$ cat config.mk
export PLATFORM = sky130hd
export DESIGN_NAME = rs_cmd_ctrl
export DESIGN_NICKNAME = d
export VERILOG_FILES = /design/src/rtl/rs_cmd_ctrl_pkg.sv /design/src/rtl/btn_debounce.sv /design/src/rtl/rs_cmd_ctrl.sv
export SDC_FILE = /design/constraint.sdc
export NUM_CORES = 1
export LEC_CHECK = 0
export BUFFER_PORTS_ARGS = -buffer_cell sky130_fd_sc_hd__buf_2
export CAP_MARGIN = 20
export CORE_MARGIN = 2
export CORE_UTILIZATION = 25
export CTS_CLUSTER_DIAMETER = 200
export DETAILED_ROUTE_END_ITERATION = 7
export PLACE_DENSITY = 0.5
export SYNTH_ARGS = -nofsm -noshare
export SYNTH_HDL_FRONTEND = slang
export SYNTH_SLANG_ARGS = --single-unit
$ cat constraint.sdc
create_clock -name clk -period 2.5 [get_ports clk]
set_input_delay 0 -clock clk [delete_from_list [all_inputs] [get_ports clk]]
set_output_delay 0 -clock clk [all_outputs]
set_load 0.01 [all_outputs]
$ cat src/rtl/rs_cmd_ctrl_pkg.sv
// Shared definitions for the RS flip-flop command controller:
// FSM state encoding, default parameter values and the request arbitration rule.
package rs_cmd_ctrl_pkg;

  typedef enum logic [1:0] {
    ST_IDLE    = 2'd0,
    ST_DRIVE   = 2'd1,
    ST_WAIT_FB = 2'd2,
    ST_ERROR   = 2'd3
  } state_e;

  localparam int unsigned DEF_DEB_CYCLES = 4;
  localparam int unsigned DEF_TIMEOUT    = 8;
  localparam int unsigned DEF_CNT_W      = 8;

  // A reset request beats a simultaneous set request, so the target is simply !rst_req.
  function automatic logic req_target(input logic rst_req);
    return ~rst_req;
  endfunction

endpackage

$ cat src/rtl/btn_debounce.sv
// Push-button conditioner: 2-flop synchroniser, stability-count debounce
// and a registered one-cycle pulse on each rising edge of the debounced level.
module btn_debounce #(
  parameter int unsigned DEB_CYCLES = 4
) (
  input  logic clk,
  input  logic rst_n,
  input  logic btn_i,
  output logic rise_o
);

  localparam int unsigned CW = (DEB_CYCLES < 2) ? 1 : $clog2(DEB_CYCLES + 1);

  logic          sync1_q, sync2_q;
  logic          level_q, level_d;
  logic          rise_q, rise_d;
  logic [CW-1:0] cnt_q, cnt_d;

  // The DEB_CYCLES-th consecutive differing sample flips the level.
  always_comb begin
    cnt_d   = cnt_q;
    level_d = level_q;
    rise_d  = 1'b0;
    if (sync2_q != level_q) begin
      if (cnt_q == CW'(DEB_CYCLES - 1)) begin
        level_d = ~level_q;
        cnt_d   = '0;
        rise_d  = ~level_q;
      end else begin
        cnt_d = cnt_q + CW'(1);
      end
    end else begin
      cnt_d = '0;
    end
  end

  always_ff @(posedge clk) begin
    if (!rst_n) begin
      sync1_q <= 1'b0;
      sync2_q <= 1'b0;
      level_q <= 1'b0;
      cnt_q   <= '0;
      rise_q  <= 1'b0;
    end else begin
      sync1_q <= btn_i;
      sync2_q <= sync1_q;
      level_q <= level_d;
      cnt_q   <= cnt_d;
      rise_q  <= rise_d;
    end
  end

  assign rise_o = rise_q;

endmodule

$ cat src/rtl/rs_cmd_ctrl.sv
// Command controller for a clocked RS flip-flop: turns debounced button presses
// into single-cycle S/R pulses, confirms them against q_fb and counts completions.
//
// state   | meaning
// IDLE    | waiting for a request; no-op if q_fb already equals the target
// DRIVE   | one cycle with S or R high
// WAIT_FB | waiting for q_fb to reach the target, bounded by TIMEOUT
// ERROR   | sticky timeout; only rst_n leaves
module rs_cmd_ctrl
  import rs_cmd_ctrl_pkg::*;
#(
  parameter int unsigned DEB_CYCLES = DEF_DEB_CYCLES,
  parameter int unsigned TIMEOUT    = DEF_TIMEOUT,
  parameter int unsigned CNT_W      = DEF_CNT_W
) (
  input  logic             clk,
  input  logic             rst_n,
  input  logic             set_btn,
  input  logic             rst_btn,
  input  logic             q_fb,
  output logic             S,
  output logic             R,
  output logic             busy,
  output logic             err,
  output logic [CNT_W-1:0] cmd_cnt
);

  localparam int unsigned TW = (TIMEOUT < 2) ? 1 : $clog2(TIMEOUT + 1);

  logic set_req, rst_req, req_tgt;

  btn_debounce #(.DEB_CYCLES(DEB_CYCLES)) u_set_deb (
    .clk    (clk),
    .rst_n  (rst_n),
    .btn_i  (set_btn),
    .rise_o (set_req)
  );

  btn_debounce #(.DEB_CYCLES(DEB_CYCLES)) u_rst_deb (
    .clk    (clk),
    .rst_n  (rst_n),
    .btn_i  (rst_btn),
    .rise_o (rst_req)
  );

  assign req_tgt = req_target(rst_req);

  state_e           state_q;
  logic             target_q;
  logic [TW-1:0]    tmo_q;
  logic             s_q, r_q, busy_q, err_q;
  logic [CNT_W-1:0] cnt_q;

  always_ff @(posedge clk) begin
    if (!rst_n) begin
      state_q  <= ST_IDLE;
      target_q <= 1'b0;
      tmo_q    <= '0;
      s_q      <= 1'b0;
      r_q      <= 1'b0;
      busy_q   <= 1'b0;
      err_q    <= 1'b0;
      cnt_q    <= '0;
    end else begin
      s_q <= 1'b0;
      r_q <= 1'b0;
      case (state_q)
        ST_IDLE: begin
          if ((set_req || rst_req) && (req_tgt != q_fb)) begin
            target_q <= req_tgt;
            state_q  <= ST_DRIVE;
            busy_q   <= 1'b1;
            s_q      <= req_tgt;
            r_q      <= ~req_tgt;
          end
        end
        ST_DRIVE: begin
          state_q <= ST_WAIT_FB;
          tmo_q   <= '0;
        end
        ST_WAIT_FB: begin
          if (q_fb == target_q) begin
            cnt_q   <= cnt_q + CNT_W'(1);
            state_q <= ST_IDLE;
            busy_q  <= 1'b0;
          end else if (tmo_q == TW'(TIMEOUT - 1)) begin
            state_q <= ST_ERROR;
            err_q   <= 1'b1;
            busy_q  <= 1'b0;
          end else begin
            tmo_q <= tmo_q + TW'(1);
          end
        end
        ST_ERROR: begin
          err_q  <= 1'b1;
          busy_q <= 1'b0;
        end
        default: state_q <= ST_IDLE;
      endcase
    end
  end

  assign S       = s_q;
  assign R       = r_q;
  assign busy    = busy_q;
  assign err     = err_q;
  assign cmd_cnt = cnt_q;

endmodule

==> impl_summary.txt, run 1 <==
----------------------------------------------------
[Run status]
  Outcome ... completed

[Worst setup path]
  CP arrival ... around 2.1 ns
  Largest fanout of any net on the critical path ... 18
  Sequence of cells on the critical path ... inv_1 > ha_1 > nand4_1 > or3_2 > a21oi_1
  Worst EP required ... between 2 and 3 ns
  CP startpoint kind ... register
  Kind of critical path ... reg2reg
  Slowest-stage cell, CP ... ha_1
  Register-to-register path setup slack ... between 0.6 and 0.7 ns
  Endpoint kind of the worst setup timing path ... register
  Delay of the slowest cell on the worst path ... approximately 0.53 ns

[Route]
  Routed WL per cell ... ~11 um
  Violation count after the first detailed-routing iteration ... between 40 and 50
  Number of nets still failing antenna checks after routing ... 0
  Drt drc ... 0
  Final wirelength ... between 2000 and 3000 um
  Number of detailed-routing iterations run before antenna repair ... 3
  Post-DR vias/cell ... 4.40
  Number of vias after detailed routing ... ~1,100

[Global route]
  GRT Total Usage ... 9.43%
  Vias in the first global route ... between 1,000 and 1,500
  Wire length of the first global-routing pass ... 4550 um
  Pin count of the biggest net entering global routing ... 19
  Grt total ovfl ... 0
  Antenna violations before repair ... 0

[Place]
  HPWL reported at the end of detailed placement ... ~1900 um
  Placed Instances ... between 200 and 250
  Port Buf Inserts ... 16
  Final weighted congestion of routability-driven global placement ... just under 0.7

[Timing]
  Period utilization ... 74.3%
  Clock Skews ... around 0.0046 ns
  RSZ-0062 raised after global routing ... no
  Slew margin rel. ... between 60% and 70%
  Setup Viol. Count Final ... 0
  Pins Over Slew Limit ... 0
  Final TNS setup ... 0 ns
  Final critical path time including I/O delays and setup ... roughly 1.9 ns
  Transition time of the tightest slew-check pin ... about 0.56 ns
  Maximum clock rate ... around 0.54 GHz
  Final-report hold violation count ... 0

[Pwr]
  Leakage Power ... just under 0.0007 uW
  Proportion of power drawn by combinational gates ... roughly 6.6%
  Part of the total power dissipated in the clock network ... between 30% and 40%
  Sequential share of power ... between 50% and 60%
  Worst-case vdd ir drop ... between 150 and 200 uV
  Net Sw Frac ... 24.5%
  Total power density per cell area ... approximately 580 nW/um2
  Net switching component of the power ... between 200 and 250 uW
  Internal Power ... between 700 and 800 uW

[Logic synthesis]
  Synthesized Nets ... 169
  Instance count of the mapped netlist ... around 150
  Flip-flop and latch count after synthesis ... 33
  Yosys cell types ... 43
  Average footprint of a synthesized cell ... 9.50 um2
  Post-synth design cell area ... about 1500 um2
  Warnings, synthesis ... 0
  Sequential element share of the synthesized area ... 45.2%
  Fraction of registers with async set/reset ... 0%
  Number of enable-type register cells in the synthesized netlist ... 0
  Most frequently used flop master after synthesis ... dfxtp_1

[Floorplanning]
  Die height ... slightly above 80 um
  Die area ... roughly 6500 um2
  Starting Density ... a little over a quarter
  Core Rows ... 27
  Count of boundary I/O pins ... 17
  Floorplan Core Area ... approximately 5600 um2
  Chip Width ... approximately 80 um

[Clocking]
  Post-CTS setup buffer count ... 0
  Total number of clock tree sinks ... 33
  Post-cts sizing count ... 0
  H-tree level count ... 2
  Maximum number of buffers from clock root to sink ... 2
  Clock tree from TritonCTS ... yes
  Clk_lat worst skew ... 0.28 ns
  CTS clk-pin slew, worst paths ... roughly 0.070 ns
  CTS Hold Buffers Added ... 2
  Number of buffers inserted during clock tree synthesis ... 5
  Clk root buf ... clkbuf_8

[Cells and area]
  Non-Filler Instances ... about 250
  Layout Area Growth over Synthesis ... 18.0%
  Fraction of layout instances using a drive strength above 1 ... about a fifth
  Filler Cell Count ... 612
  Highest-count cells in the layout ignoring fill and taps ... dfxtp_1, nor2_1, buf_2
  Number of diodes ... 0
  Most common library cell in the layout ignoring fill and taps ... dfxtp_1
  Number of nets at the end of the flow ... between 150 and 200

[Min path]
  Hold crit path type ... in2reg

[Flow run]
  Maximum Capacitance Violations ... 0

----------------------------------------------------
==> Yosys cell counts (3+ instances only) <==
master / n / area [um2]
inv_1: 9 / 33.8
ha_1: 10 / 125
mux2i_1: 5 / 50.1
a21oi_1: 4 / 20.0
and2_1: 6 / 37.5
dfxtp_1: 33 / 661
nand3_1: 5 / 25.0
xor2_1: 3 / 26.3
or3_1: 4 / 25.0
nand4_1: 4 / 25.0
nand2_1: 12 / 45.0
nor2_1: 17 / 63.8
clkbuf_1: 3 / 11.3
xnor2_1: 5 / 43.8
==> layout make-up <==
type                            count  area, um2  area share [%]
Multi-Input combinational cell    106        743            43.1
Sequential cell                    33        661            38.3
Timing Repair Buffer               19        108            6.24
Tap cell                           72       90.1            5.22
Clock buffer                        5       68.8            3.99
Inverter                           10       37.5            2.18
Clock inverter                      3       17.5            1.02
==> final timing paths <==
| kind | startpoint | end | depth (start not counted) |
|---|---|---|---|
| worst min-delay path | q_fb | S | 2 |
| worst max-delay path | state_q[0] | cmd_cnt[3] | 5 |
| worst min register to register | u_set_deb.cnt_q[0] | u_set_deb.cnt_q[0] | 1 |
| worst max register to register | state_q[0] | cmd_cnt[3] | 5 |
==> sequential cells by signal (all words and copies together), names as in the netlist, 2 cells and up <==
| name | count |
|---|---|
| state_q | 2 |
| u_rst_deb.cnt_q | 3 |
| tmo_q | 4 |
| u_set_deb.cnt_q | 3 |
| cmd_cnt | 8 |
==> power groups by stage <==
stage	registers, uW	logic [uW]	clock network [uW]
3_3_place_gp	551	64.6	0
6_report	539	65.4	393
5_1_grt	540	73.6	433
4_1_cts	539	66.1	412
3_5_place_dp	551	63.8	0
2_1_floorplan	551	45.6	0
==> critical path: cells and delay by family (launching register included) <==
| family | cells | cell delay (ns) |
|---|---|---|
| buffers and inverters | 1 | 0.11 |
| AOI/OAI and AO/OA | 1 | 0.14 |
| and+or+nand+nor | 2 | 0.69 |
| adders and majority gates | 1 | 0.53 |
| DFF | 1 | 0.33 |
==> kinds of logic (layout without fill, tap and decap cells) <==
kind of cell	count (synthesis)	count (layout)	share of synthesized area, %
XOR/XNOR	9	9	5.90
flip-flops	33	33	45.2
AND/OR/NAND/NOR	64	64	23.3
multiplexers	6	6	4.19
buffers and inverters	15	37	4.02
AO/OA/AOI/OAI	17	17	8.90
adder cells (fa/ha/maj)	10	10	8.55
==> routing by layer <==
layer,GRT usage [%],share of wire [%]
met5,0,0
met4,6.61,3.2
met3,3.71,4.5
met2,14.4,42
met1,10.7,50
==> through the flow <==
| stage | area (um2) | power [uW] | hold WS, ns | worst slack [ns] | utilization [%] |
|---|---|---|---|---|---|
| 2_1_floorplan | 1460 | 597 | 0.127 | 0.882 | - |
| 4_1_cts | 1730 | 1020 | 0.000756 | 0.671 | 31.0 |
| 5_1_grt | 1730 | 1050 | 0.00762 | 0.465 | 31.0 |
| 3_3_place_gp | 1620 | 616 | 0.215 | 0.742 | 29.0 |
| 6_report | 1730 | 997 | 0.0160 | 0.642 | 31.0 |
| 3_5_place_dp | 1620 | 615 | 0.218 | 0.688 | 29.0 |
No activity file was read; power rests on OpenSTA's default activity.
==> inputs of run 2 (changes only) <==
--- a/config.mk
+++ b/config.mk
@@ -11,7 +11,7 @@
 export CORE_UTILIZATION = 25
 export CTS_CLUSTER_DIAMETER = 200
 export DETAILED_ROUTE_END_ITERATION = 7
-export PLACE_DENSITY = 0.5
+export PLACE_DENSITY = 0.51
 export SYNTH_ARGS = -nofsm -noshare
 export SYNTH_HDL_FRONTEND = slang
 export SYNTH_SLANG_ARGS = --single-unit
==> constraint.sdc (replaced) <==
create_clock -name clk -period 1.65 [get_ports clk]
set_input_delay 0 -clock clk [delete_from_list [all_inputs] [get_ports clk]]
set_output_delay 0 -clock clk [all_outputs]
set_load 0.01 [all_outputs]
==> impl_summary.txt, run 2 (synthesis gave the netlist of run 1 again) <==
----------------------------------------------------
[Pwr]
  Leakage Power ... 0.000714 uW
  Worst-case vdd ir drop ... 358 uV
  Final Power ... roughly 1700 uW
  Total power density per cell area ... 959 nW/um2

[Worst setup path]
  Cell family with the largest share of critical-path delay ... simple AND/OR/NAND/NOR gates
  Largest fanout of any net on the critical path ... 6
  Slowest-stage cell, CP ... or3_2
  CP arrival ... around 1.8 ns
  Sequence of cells on the critical path ... inv_1 > ha_2 > or3_2 > a41o_1 > a21oi_2
  CP startpoint kind ... register
  Buf+Inv Stages, Crit Path ... 1
  Worst Setup EP ... state_q[0]
  Delay of the slowest cell on the worst path ... about 0.50 ns
  Depth of the worst register-to-register path ... 5
  Kind of critical path ... reg2reg
  Register-to-register path setup slack ... slightly below 0.08 ns
  CP Launch Point ... state_q[0]
  Source of the worst register-to-register timing path ... state_q[0]
  Worst EP required ... 1.88 ns
  CP Depth ... 5
  Worst R2R End ... state_q[0]
  Endpoint kind of the worst setup timing path ... register

[Cells and area]
  Layout Area Growth over Synthesis ... 23.2%
  Fraction of layout instances using a drive strength above 1 ... between 20% and 30%
  Number of diodes ... 0
  Highest-count cells in the layout ignoring fill and taps ... dfxtp_1, nor2_1, buf_2
  Number of nets at the end of the flow ... 193
  Flip-flop count of the largest register after layout ... 8
  Share of the core filled with cells in the final layout ... 32.3%
  Most common library cell in the layout ignoring fill and taps ... dfxtp_1

[Global route]
  Pin count of the biggest net entering global routing ... 15
  Antenna violations before repair ... 0
  Vias in the first global route ... 996
  Grt total ovfl ... 0
  GRT Total Usage ... about a tenth
  Wire length of the first global-routing pass ... approximately 4700 um

[Floorplanning]
  Die height ... slightly above 80 um
  Chip Width ... around 80 um
  Core Rows ... 27
  Die area ... between 6000 and 7000 um2
  Count of boundary I/O pins ... 17
  Floorplan Core Area ... between 5000 and 6000 um2
  Starting Density ... about a quarter

[Clocking]
  Total number of clock tree sinks ... 33
  Clk root buf ... clkbuf_8
  Clk_lat worst skew ... around 0.29 ns
  Post-CTS setup buffer count ... 0
  CTS clk-pin slew, worst paths ... approximately 0.080 ns
  H-tree level count ... 2
  Maximum number of buffers from clock root to sink ... 2
  Number of buffers inserted during clock tree synthesis ... 5
  Clock tree from TritonCTS ... yes

[Place]
  Port Buf Inserts ... 16
  HPWL reported at the end of detailed placement ... between 1500 and 2000 um
  Final weighted congestion of routability-driven global placement ... ~0.73

[Route]
  Routed WL per cell ... roughly 11 um
  Number of detailed-routing iterations run before antenna repair ... 4
  Routed wire length on met3 ... between 100 and 150 um
  Drt drc ... 0
  Post-DR vias/cell ... about 4.4
  Number of vias after detailed routing ... ~1,100
  Met1 Routed Length ... about 1400 um
  Routed wl met2 ... 1130 um
  Top layer in use ... met4
  Final wirelength ... 2710 um
  Violation count after the first detailed-routing iteration ... between 50 and 60
  Number of nets still failing antenna checks after routing ... 0

[Timing]
  Final TNS setup ... 0 ns
  Pins Over Slew Limit ... 0
  Clock Skews ... 0.0136 ns
  Final-report hold violation count ... 0
  Setup Viol. Count Final ... 0
  Final critical path time including I/O delays and setup ... ~1.6 ns
  Period utilization ... roughly 95%
  Slew margin rel. ... between 70% and 80%
  Maximum clock rate ... between 0.6 and 0.7 GHz
  RSZ-0062 raised after global routing ... yes
  Transition time of the tightest slew-check pin ... 0.381 ns

[Run status]
  Outcome ... completed

[Flow run]
  Maximum Capacitance Violations ... 0

[Min path]
  Number of cells on the worst hold path ... 3
  Hold crit path type ... in2reg

----------------------------------------------------
-- run 2: tightest hold or removal path, delay by kind of cell --
kind / cells / cell delay (ns)
simple gates: 2 / 0.11
buf+inv: 1 / 0.16
-- run 2: worst min path at each step --
stage / end / startpoint
after floorplan: u_rst_deb.sync1_q / rst_btn
after global placement: u_set_deb.sync1_q / set_btn
after detailed placement: u_set_deb.sync1_q / set_btn
after CTS: R / q_fb
after global routing: R / q_fb
final: R / q_fb
-- run 2: per-stage QoR --
step	setup slack [ns]	instance area, um2	std cells	hold WS, ns
2_1_floorplan	0.0315	1460	154	0.127
4_1_cts	0.0364	1780	251	0.00572
5_1_grt	-0.00290	1800	251	0.0291
3_5_place_dp	0.0191	1640	241	0.208
3_3_place_gp	0.0410	1640	241	0.209
6_report	0.0773	1800	251	0.0334
-- run 2: layout make-up --
cell class                 count  area [um2]
fill                         601        3770
inverter                      10        37.5
tap                           72        90.1
timing repair buffer          22         130
clock buffer                   6        82.6
multi-input combinational    106         759
sequential                    33         664
clock inverter                 2        37.5
-- run 2: metal layers --
metal | vias to the layer above | track usage [%]
li1 | 574 | -
met1 | 491 | 12.0
met2 | 22 | 13.9
met3 | 5 | 3.93
met4 | 0 | 5.59
met5 | - | 0
-- run 2: timing repair --
action	CTS	global route
setup endpoints to repair	1	3
cloned	0	0
hold endpoints to repair	2	0
gates resized for setup	1	6
hold buffers	2	0
-- run 2: where the power goes --
group / internal [uW] / switching (uW)
clock: 491 / 316
sequential: 810 / 7.14
combinational: 43.1 / 61.5
==> inputs of run 3 (changes only) <==
--- a/config.mk
+++ b/config.mk
@@ -5,6 +5,7 @@
 export SDC_FILE = /design/constraint.sdc
 export NUM_CORES = 1
 export LEC_CHECK = 0
+export ABC_AREA = 0
 export BUFFER_PORTS_ARGS = -buffer_cell sky130_fd_sc_hd__buf_2
 export CAP_MARGIN = 20
 export CORE_MARGIN = 2
@@ -12,6 +13,7 @@
 export CTS_CLUSTER_DIAMETER = 200
 export DETAILED_ROUTE_END_ITERATION = 7
 export PLACE_DENSITY = 0.51
+export SETUP_SLACK_MARGIN = 0.5
 export SYNTH_ARGS = -nofsm -noshare
 export SYNTH_HDL_FRONTEND = slang
 export SYNTH_SLANG_ARGS = --single-unit
==> impl_summary.txt, run 3 (synthesis gave the netlist of run 1 again) <==
----------------------------------------------------
[Run status]
  Outcome ... completed

[Worst setup path]
  Delay of the slowest cell on the worst path ... ~0.37 ns
  Kind of critical path ... reg2reg
  Sequence of cells on the critical path ... buf_4 > ha_4 > or3_4 > a41o_1 > a21oi_2
  Worst R2R End ... state_q[0]
  Worst Setup EP ... state_q[0]
  Buf+Inv Stages, Crit Path ... 1
  CP arrival ... ~1.6 ns
  Endpoint kind of the worst setup timing path ... register
  Source of the worst register-to-register timing path ... state_q[0]
  Slowest-stage cell, CP ... or3_4
  CP startpoint kind ... register
  Cell family with the largest share of critical-path delay ... simple AND/OR/NAND/NOR gates
  Largest fanout of any net on the critical path ... 3
  Register-to-register path setup slack ... between 0.2 and 0.25 ns
  Depth of the worst register-to-register path ... 5
  Worst EP required ... between 1.5 and 2 ns
  CP Launch Point ... state_q[0]
  CP Depth ... 5

[Floorplanning]
  Floorplan Core Area ... 5570 um2
  Die height ... between 80 and 90 um
  Count of boundary I/O pins ... 17
  Starting Density ... between 20% and 30%
  Die area ... 6480 um2
  Core Rows ... 27
  Chip Width ... ~80 um

[Route]
  Number of vias after detailed routing ... about 1,200
  Number of nets still failing antenna checks after routing ... 0
  Routed WL per cell ... ~11 um
  Final wirelength ... roughly 3000 um
  Violation count after the first detailed-routing iteration ... 20
  Post-DR vias/cell ... around 4.4
  Number of detailed-routing iterations run before antenna repair ... 3
  Drt drc ... 0

[Global route]
  Grt total ovfl ... 0
  Vias in the first global route ... ~1,200
  Wire length of the first global-routing pass ... roughly 5200 um
  Pin count of the biggest net entering global routing ... 14
  Antenna violations before repair ... 0
  GRT Total Usage ... 10.4%

[Timing]
  Period utilization ... a little under nine tenths
  RSZ-0062 raised after global routing ... yes
  Final critical path time including I/O delays and setup ... approximately 1.4 ns
  Transition time of the tightest slew-check pin ... around 0.36 ns
  Final TNS setup ... 0 ns
  Final-report hold violation count ... 0
  Slew margin rel. ... about three quarters
  Clock Skews ... between 0.01 and 0.015 ns
  Maximum clock rate ... roughly 0.70 GHz
  Setup Viol. Count Final ... 0
  Pins Over Slew Limit ... 0
  Final worst slack ... around 0.23 ns

[Place]
  Final weighted congestion of routability-driven global placement ... 0.685
  Worst setup slack after placement ... around 0.16 ns
  Port Buf Inserts ... 16
  Area after detailed placement ... ~1700 um2
  Placed Instances ... roughly 240
  HPWL reported at the end of detailed placement ... just under 2000 um

[Cells and area]
  Filler Cell Count ... roughly 550
  Number of nets at the end of the flow ... 211
  Most common library cell in the layout ignoring fill and taps ... dfxtp_1
  Layout Area Growth over Synthesis ... 50.3%
  Number of diodes ... 0
  Non-Filler Instances ... ~270
  Fraction of layout instances using a drive strength above 1 ... between 40 and 50%
  Flip-flop count of the largest register after layout ... 8
  Final non-filler cell area ... roughly 2200 um2
  Highest-count cells in the layout ignoring fill and taps ... dfxtp_1, buf_4, buf_2

[Clocking]
  CTS clk-pin slew, worst paths ... roughly 0.07 ns
  Clock tree from TritonCTS ... yes
  Clk_lat worst skew ... ~0.28 ns
  H-tree level count ... 2
  Clk root buf ... clkbuf_8
  Total number of clock tree sinks ... 33
  Number of buffers inserted during clock tree synthesis ... 5
  Maximum number of buffers from clock root to sink ... 2

[Pwr]
  Final Power ... 1760 uW
  Total power density per cell area ... between 800 and 900 nW/um2
  Leakage Power ... 0.000836 uW
  Worst-case vdd ir drop ... about 390 uV

[Flow run]
  Maximum Capacitance Violations ... 0

[Min path]
  Hold crit path type ... in2reg

----------------------------------------------------
## run 3: worst min path at each step
stage | end | from | cells past startpoint
2_1_floorplan | u_rst_deb.sync1_q | rst_btn | 1
3_3_place_gp | u_set_deb.sync1_q | set_btn | 2
3_5_place_dp | u_set_deb.sync1_q | set_btn | 2
4_1_cts | R | q_fb | 3
5_1_grt | err | rst_n | 2
6_report | R | q_fb | 3
## run 3: layout make-up
cell class / count / area, um2 / share of cell area (%)
clock inverters: 1 / 30.0 / 1.37
clock buffers: 7 / 86.3 / 3.93
flip-flops and latches: 33 / 683 / 31.1
multi-input cells: 106 / 982 / 44.7
repair buffers: 40 / 284 / 12.9
well taps: 72 / 90.1 / 4.10
inverters: 10 / 42.5 / 1.94
## run 3: worst reg2reg max path, stage by stage (launching register included)
cell and delay (ns):
dfxtp_4 0.36, buf_4 0.14, ha_4 0.15, or3_4 0.37, a41o_1 0.22, a21oi_2 0.11
## run 3: what timing repair did
action,4_1_cts,5_1_grt
hold buffers,2,0
resized for setup,29,15
pin swaps,10,14
gates cloned,0,0
buffers inserted,15,6
endpoints found under the hold margin,2,0
setup endpoints to repair,20,25
## run 3: where the power goes
| group | switching, uW | internal, uW | total, uW |
|---|---|---|---|
| Clock | 289 | 493 | 782 |
| Combinational | 81.6 | 83.5 | 165 |
| Sequential | 10.3 | 806 | 816 |
| Total | 381 | 1380 | 1760 |
## run 3: metal layers
| metal | part of all wire (%) | GRT usage [%] | wire [um] | vias to the layer above |
|---|---|---|---|---|
| met5 | 0 | 0 | 0 | - |
| li1 | - | - | - | 615 |
| met2 | 47 | 17.3 | 1430 | 17 |
| met3 | 4.4 | 3.37 | 133 | 2 |
| met1 | 47 | 12.0 | 1420 | 559 |
| met4 | 1.1 | 4.58 | 34 | 0 |
## run 3: through the flow
stage | hold WS, ns | utilization, %
CTS | 0.0786 | 37.7
detailed placement | 0.212 | 30.8
global placement | 0.214 | 30.8
finish | 0.0820 | 39.4
floorplan | 0.127 | -
global route | 0.0799 | 39.4
